### config.mk
export PLATFORM = sky130hd
export DESIGN_NAME = ttt_job_driver
export DESIGN_NICKNAME = d
export VERILOG_FILES = /design/src/rtl/ttt_pkg.sv /design/src/rtl/ttt_job_fifo.sv /design/src/rtl/ttt_job_driver.sv
export SDC_FILE = /design/constraint.sdc
export NUM_CORES = 1
export LEC_CHECK = 0
export CELL_PAD_IN_SITES_DETAIL_PLACEMENT = 1
export CELL_PAD_IN_SITES_GLOBAL_PLACEMENT = 2
export CORE_MARGIN = 4
export CORE_UTILIZATION = 38
export DETAILED_ROUTE_END_ITERATION = 10
export PLACE_DENSITY = 0.81
export SLEW_MARGIN = 40
export SYNTH_ARGS = -nofsm -noshare
export SYNTH_HDL_FRONTEND = slang
export SYNTH_SLANG_ARGS = --single-unit
export TNS_END_PERCENT = 10
### constraint.sdc
create_clock -name Clk -period 3.1 [get_ports Clk]
set_input_delay 0.465 -clock Clk [delete_from_list [all_inputs] [get_ports Clk]]
set_output_delay 0.465 -clock Clk [all_outputs]
set_load 0.02 [all_outputs]
### src/rtl/ttt_pkg.sv
`default_nettype none
// ----------------------------------------------------------------------------
// ttt_pkg: shared widths, timeout default and state encodings for the job driver.
// Rev 1.0
// ----------------------------------------------------------------------------
package ttt_pkg;

  localparam int TTT_W       = 12;
  localparam int TTT_DEPTH   = 4;
  localparam int TTT_TIMEOUT = 255;
  localparam int TTT_TIMER_W = 8;

  // Responder state as seen on {Qd, Qc, Qi}
  typedef enum logic [2:0] {
    RSP_INI  = 3'b001,
    RSP_ADJ  = 3'b010,
    RSP_DONE = 3'b100
  } rsp_state_e;

  typedef enum logic [4:0] {
    ST_IDLE   = 5'b00001,
    ST_LAUNCH = 5'b00010,
    ST_WAIT   = 5'b00100,
    ST_ACK    = 5'b01000,
    ST_ERR    = 5'b10000
  } drv_state_e;

endpackage
`default_nettype wire

### src/rtl/ttt_job_fifo.sv
`default_nettype none
// ----------------------------------------------------------------------------
// ttt_job_fifo: DEPTH-entry operand-pair queue with registered not-full/empty.
// Rev 1.0
// ----------------------------------------------------------------------------
module ttt_job_fifo
  import ttt_pkg::*;
#(
  parameter int W     = TTT_W,
  parameter int DEPTH = TTT_DEPTH
) (
  input  logic         clk_i,
  input  logic         rst_ni,
  input  logic         push_i,
  input  logic [W-1:0] a_i,
  input  logic [W-1:0] b_i,
  input  logic         pop_i,
  output logic         not_full_o,
  output logic         empty_o,
  output logic [W-1:0] head_a_o,
  output logic [W-1:0] head_b_o
);

  // DEPTH is a power of two >= 2, so the pointers wrap by natural overflow
  localparam int            AW       = $clog2(DEPTH);
  localparam logic [AW:0]   CNT_FULL = (AW+1)'(DEPTH);

  logic [W-1:0]  mem_a_q [DEPTH];
  logic [W-1:0]  mem_b_q [DEPTH];
  logic [AW-1:0] wr_ptr_q, rd_ptr_q;
  logic [AW:0]   count_q, count_d;
  logic          not_full_q, empty_q;
  logic          do_push, do_pop;

  assign do_push = push_i && not_full_q;
  assign do_pop  = pop_i && !empty_q;

  always_comb begin
    count_d = count_q;
    case ({do_push, do_pop})
      2'b10:   count_d = count_q + 1'b1;
      2'b01:   count_d = count_q - 1'b1;
      default: count_d = count_q;
    endcase
  end

  always_ff @(posedge clk_i) begin
    if (do_push) begin
      mem_a_q[wr_ptr_q] <= a_i;
      mem_b_q[wr_ptr_q] <= b_i;
    end
  end

  always_ff @(posedge clk_i) begin
    if (!rst_ni) begin
      wr_ptr_q   <= '0;
      rd_ptr_q   <= '0;
      count_q    <= '0;
      not_full_q <= 1'b1;
      empty_q    <= 1'b1;
    end else begin
      if (do_push) wr_ptr_q <= wr_ptr_q + 1'b1;
      if (do_pop)  rd_ptr_q <= rd_ptr_q + 1'b1;
      count_q    <= count_d;
      not_full_q <= (count_d != CNT_FULL);
      empty_q    <= (count_d == '0);
    end
  end

  assign not_full_o = not_full_q;
  assign empty_o    = empty_q;
  assign head_a_o   = mem_a_q[rd_ptr_q];
  assign head_b_o   = mem_b_q[rd_ptr_q];

endmodule
`default_nettype wire

### src/rtl/ttt_job_driver.sv
`default_nettype none
// ----------------------------------------------------------------------------
// ttt_job_driver: queues host jobs and runs them one at a time on an iterative
// responder via a Start/Ack handshake, with a timeout that parks in ERR.
// Rev 1.0
// ----------------------------------------------------------------------------
module ttt_job_driver
  import ttt_pkg::*;
#(
  parameter int W       = TTT_W,
  parameter int DEPTH   = TTT_DEPTH,
  parameter int TIMEOUT = TTT_TIMEOUT
) (
  input  logic         Clk,
  input  logic         Reset,
  input  logic         Req,
  input  logic [W-1:0] Ain_in,
  input  logic [W-1:0] Bin_in,
  output logic         Rdy,
  input  logic         Clear,
  output logic [W-1:0] Result,
  output logic         Result_valid,
  output logic         Err,
  output logic         Start,
  output logic         Ack,
  output logic [W-1:0] Ain,
  output logic [W-1:0] Bin,
  input  logic         Qi,
  input  logic         Qc,
  input  logic         Qd,
  input  logic [W-1:0] A
);

  localparam logic [TTT_TIMER_W-1:0] TMO = TTT_TIMER_W'(TIMEOUT);

  drv_state_e             state_q;
  logic [TTT_TIMER_W-1:0] timer_q;
  logic                   start_q, ack_q, rv_q, err_q;
  logic [W-1:0]           ain_q, bin_q, result_q;

  logic         w_empty, w_not_full, w_pop, w_ini, w_done;
  logic [W-1:0] w_head_a, w_head_b;

  assign w_ini  = ({Qd, Qc, Qi} == RSP_INI);
  assign w_done = ({Qd, Qc, Qi} == RSP_DONE);

  // The head leaves the queue only once the job completes or is discarded
  assign w_pop = (state_q == ST_WAIT) && (w_done || (timer_q == TMO));

  ttt_job_fifo #(
    .W     (W),
    .DEPTH (DEPTH)
  ) u_fifo (
    .clk_i      (Clk),
    .rst_ni     (Reset),
    .push_i     (Req),
    .a_i        (Ain_in),
    .b_i        (Bin_in),
    .pop_i      (w_pop),
    .not_full_o (w_not_full),
    .empty_o    (w_empty),
    .head_a_o   (w_head_a),
    .head_b_o   (w_head_b)
  );

  always_ff @(posedge Clk) begin
    if (!Reset) begin
      state_q  <= ST_IDLE;
      timer_q  <= '0;
      start_q  <= 1'b0;
      ack_q    <= 1'b0;
      rv_q     <= 1'b0;
      err_q    <= 1'b0;
      ain_q    <= '0;
      bin_q    <= '0;
      result_q <= '0;
    end else begin
      start_q <= 1'b0;
      rv_q    <= 1'b0;
      unique case (state_q)
        ST_IDLE: begin
          if (!w_empty && w_ini) begin
            ain_q   <= w_head_a;
            bin_q   <= w_head_b;
            start_q <= 1'b1;
            state_q <= ST_LAUNCH;
          end
        end
        ST_LAUNCH: begin
          timer_q <= '0;
          state_q <= ST_WAIT;
        end
        ST_WAIT: begin
          // Completion is checked first so it wins over a same-cycle timeout
          if (w_done) begin
            result_q <= A;
            rv_q     <= 1'b1;
            ack_q    <= 1'b1;
            state_q  <= ST_ACK;
          end else if (timer_q == TMO) begin
            err_q   <= 1'b1;
            state_q <= ST_ERR;
          end else begin
            timer_q <= timer_q + 1'b1;
          end
        end
        ST_ACK: begin
          if (w_ini) begin
            ack_q   <= 1'b0;
            state_q <= ST_IDLE;
          end
        end
        ST_ERR: begin
          if (Clear) begin
            err_q   <= 1'b0;
            state_q <= ST_IDLE;
          end
        end
        default: state_q <= ST_IDLE;
      endcase
    end
  end

  assign Rdy          = w_not_full;
  assign Start        = start_q;
  assign Ack          = ack_q;
  assign Result_valid = rv_q;
  assign Err          = err_q;
  assign Ain          = ain_q;
  assign Bin          = bin_q;
  assign Result       = result_q;

endmodule
`default_nettype wire

==> run_results.csv <==
group,metric,value,unit
synth,synth_area_per_cell,13.7,um2
setup_path,cp.required,3.40,ns
detailed_routing,vias_per_cell,5.20,
synth,synthTopCellsByCount,"edfxtp_1, nand2_1, dfxtp_1, a21oi_1, mux4_2",
synth,yosysTopAreaCell,"edfxtp_1",
clocking,cts_resized,0,
setup_path,path_buf_inv,1,
final_layout,drive_above_1_share,15.3,%
power_and_ir_drop,power_frac_seq,49.4,%
sta,worst_pin_slew,0.583,ns
global_route,grt-ovfl-total,0,
final_layout,diodes,0,
floorplanning,io-pin-count,84,
floorplanning,fp.dieH,136,um
floorplanning,start_util,38.9,%
placement,detailedPlace.worstSlack,-0.0841,ns
setup_path,cp_max_fo,5,
detailed_routing,wire_per_inst,18.4,um
sta,fmax,0.350,GHz
detailed_routing,vias,4006,
floorplanning,dieArea,18400,um2
synth,synthCells,450,
synth,yosysWarnings,0,
power_and_ir_drop,power_frac_clock,41.3,%
sta,skew,0.00546,ns
setup_path,max_stage_delay,0.39,ns
clocking,cts.path.max_buffers,2,
final_layout,nFillCells,1623,
power_and_ir_drop,intPower,3.68,mW
floorplanning,core_area,15900,um2
floorplanning,rows,46,
clocking,cts_made_buffers,17,
power_and_ir_drop,peakVddDrop,0.000409,V
job,maxCapViolCount,0,
global_route,antenna_found_initial,0,
final_layout,ff_latch_area,4130,um2
synth,ys.flop_type,"edfxtp_1",
synth,ys_top_cells_by_area,"edfxtp_1, dfxtp_1, mux4_2",
setup_path,critPathLaunchType,"flip-flop",
global_route,grt_max_degree,41,
detailed_routing,dr.pass1.iters,4,
power_and_ir_drop,p_sw_share,23.9,%
global_route,grt_pass1_wl,23.0,mm
status,status,"finished, final reports clean",
synth,yosysUniqueCellTypes,53,
clocking,cts_hold_buf,0,
final_layout,multi_input_area,1900,um2
placement,post_dp_cell_area,7260,um2
detailed_routing,ant_nets,0,
power_and_ir_drop,switching_power,1.16,mW
sta,relSlewSlack,61.0,%
synth,synthesis.area,6180,um2
synth,ys_async_sr_fraction,0,%
synth,synth-edff-count,96,
detailed_routing,drt-total-wl,14.2,mm
final_layout,fin_area,7830,um2
setup_path,cp.arrival,3.15,ns
detailed_routing,drcViolationCount,0,
synth,synth_most_common_cell,"edfxtp_1",
clocking,cts_tree,"built",
setup_path,cp-end-kind,"flip-flop",
placement,dp_hpwl,9.09,mm
power_and_ir_drop,combPwrFrac,9.3,%
clocking,clkTransAtPathRegs,0.06,ns
sta,slew_viol_final,0,
sta,min_period,2.85,ns
power_and_ir_drop,powerDensity,619,nW/um2
synth,synth_nets,500,
setup_path,cp_slowest_cell,"dfxtp_1",
detailed_routing,drt_first_iter_violations,227,
clocking,htreeDepth,4,
setup_path,critical_path_class,"reg2reg",
synth,ys_seq_area_share,66.7,%
power_and_ir_drop,p_leak,2.50,nW
sta,worst_slack,0.246,ns
hold_path,holdCritPathClass,"reg2reg",
setup_path,path_delay_family,"simple AND/OR/NAND/NOR gates",
sta,hold_viol,0,
final_layout,finish.net_count,591,
synth,ys_ff_latch,158,
sta,rsz0062_at_grt,"false",
setup_path,path_cells,"ha_1 > and3_1 > a21oi_1 > nor3_1 > ha_1 > inv_1 > fa_1 > xor2_1 > or3_1 > a21oi_1 > nand2b_1",
sta,min_period_over_period,92.1,%
clocking,cts_num_sinks,158,
placement,io_buffers,83,
placement,place_congestion,0.773,
clocking,clockRootBuffer,"clkbuf_16",
synth,synth_top_area_share,46.6,%
clocking,clk_latency,0.43,ns
final_layout,area_growth,26.6,%
floorplanning,die_x,136,um
global_route,grt_pass1_vias,4339,
global_route,grt_usage,16.5,%
sta,setup_violations,0,
clocking,cts_setup_buffers,0,
-- cells in the final DEF (no fill, tap or decap), types with 3 or more instances in the layout --
master / instances
o21ai_0: 3
clkdlybuf4s50_1: 83
nand3_1: 7
buf_4: 11
a21oi_1: 50
ha_1: 6
mux4_2: 24
and3_1: 6
nand4b_1: 3
inv_6: 3
nand2b_1: 6
nand3b_1: 3
nor2_1: 11
dfxtp_1: 61
nand2_1: 81
a31o_2: 3
or3_1: 3
edfxtp_1: 96
a211oi_1: 3
clkinvlp_4: 4
inv_1: 6
clkbuf_16: 17
or3b_2: 3
o211ai_1: 4
nor4b_1: 3
-- stage by stage --
stage                     hold WS (ns)  util, %  power (mW)  instances  setup TNS (ns)
after floorplan                  0.443        -        2.69        450               0
after global placement           0.443     45.7        2.86        738               0
after detailed placement         0.448     45.7        2.88        738          -0.125
after CTS                        0.456     49.3        4.88        770               0
after global routing             0.473     49.3        5.04        770               0
final                            0.455     49.3        4.84        770               0
-- worst reg2reg max path, cell delays in order, from the launching register on --
cell and delay (ns):
dfxtp_1 0.39, ha_1 0.24, and3_1 0.26, a21oi_1 0.11
nor3_1 0.21, ha_1 0.22, inv_1 0.06, fa_1 0.38
xor2_1 0.16, or3_1 0.32, a21oi_1 0.27, nand2b_1 0.12
-- metal layers --
layer	vias up	track usage [%]	wire, um
met5	-	0	0
met4	0	6.55	335
met3	31	4.75	665
met2	89	28.0	7140
met1	2018	19.7	6030
li1	1868	-	-
-- flip-flops by register name, summed over array words and instances (netlist names) --
signal	count
u_fifo.mem_b_q	48
Ack	1
u_fifo.rd_ptr_q	2
Bin	12
state_q	5
u_fifo.empty_o	1
u_fifo.mem_a_q	48
Start	1
u_fifo.not_full_o	1
Ain	12
Err	1
u_fifo.wr_ptr_q	2
u_fifo.count_q	3
timer_q	8
Result_valid	1
Result	12
-- kinds of logic (layout without fill, tap and decap cells) --
| group | Yosys count | in the layout | synth area share [%] |
|---|---|---|---|
| AND/OR/NAND/NOR | 149 | 149 | 12.4 |
| AO/OA/AOI/OAI | 78 | 78 | 7.43 |
| flip-flops | 158 | 158 | 66.7 |
| adder cells (fa/ha/maj) | 7 | 7 | 1.54 |
| multiplexers | 25 | 25 | 8.91 |
| buffers and inverters | 30 | 134 | 2.55 |
| XOR/XNOR | 3 | 3 | 0.425 |
-- power by group through the flow --
stage,clock network [mW],logic [mW],registers (mW)
finish,2.00,0.450,2.39
global route,2.15,0.490,2.40
CTS,2.03,0.454,2.39
detailed placement,0,0.448,2.44
global placement,0,0.436,2.43
floorplan,0,0.267,2.43
-- final cells by class --
class	instances	area share (%)
Multi-Input combinational cell	262	24.3
Tap cell	216	3.45
Sequential cell	158	52.7
Clock inverter	11	1.39
Timing Repair Buffer	95	11.9
Inverter	7	0.336
Clock buffer	21	5.88
-- path summary, 6_finish.rpt --
kind                                 start                 to  slack (ns)  cells after the start
worst max-delay path            timer_q[0]  u_fifo.not_full_o        0.25                     11
worst min register to register   Result[1]          Result[1]        0.45                      2
worst min-delay path             Result[1]          Result[1]        0.45                      2
worst max register to register  timer_q[0]  u_fifo.not_full_o        0.25                     11
Power figures use the tool's default switching activity.
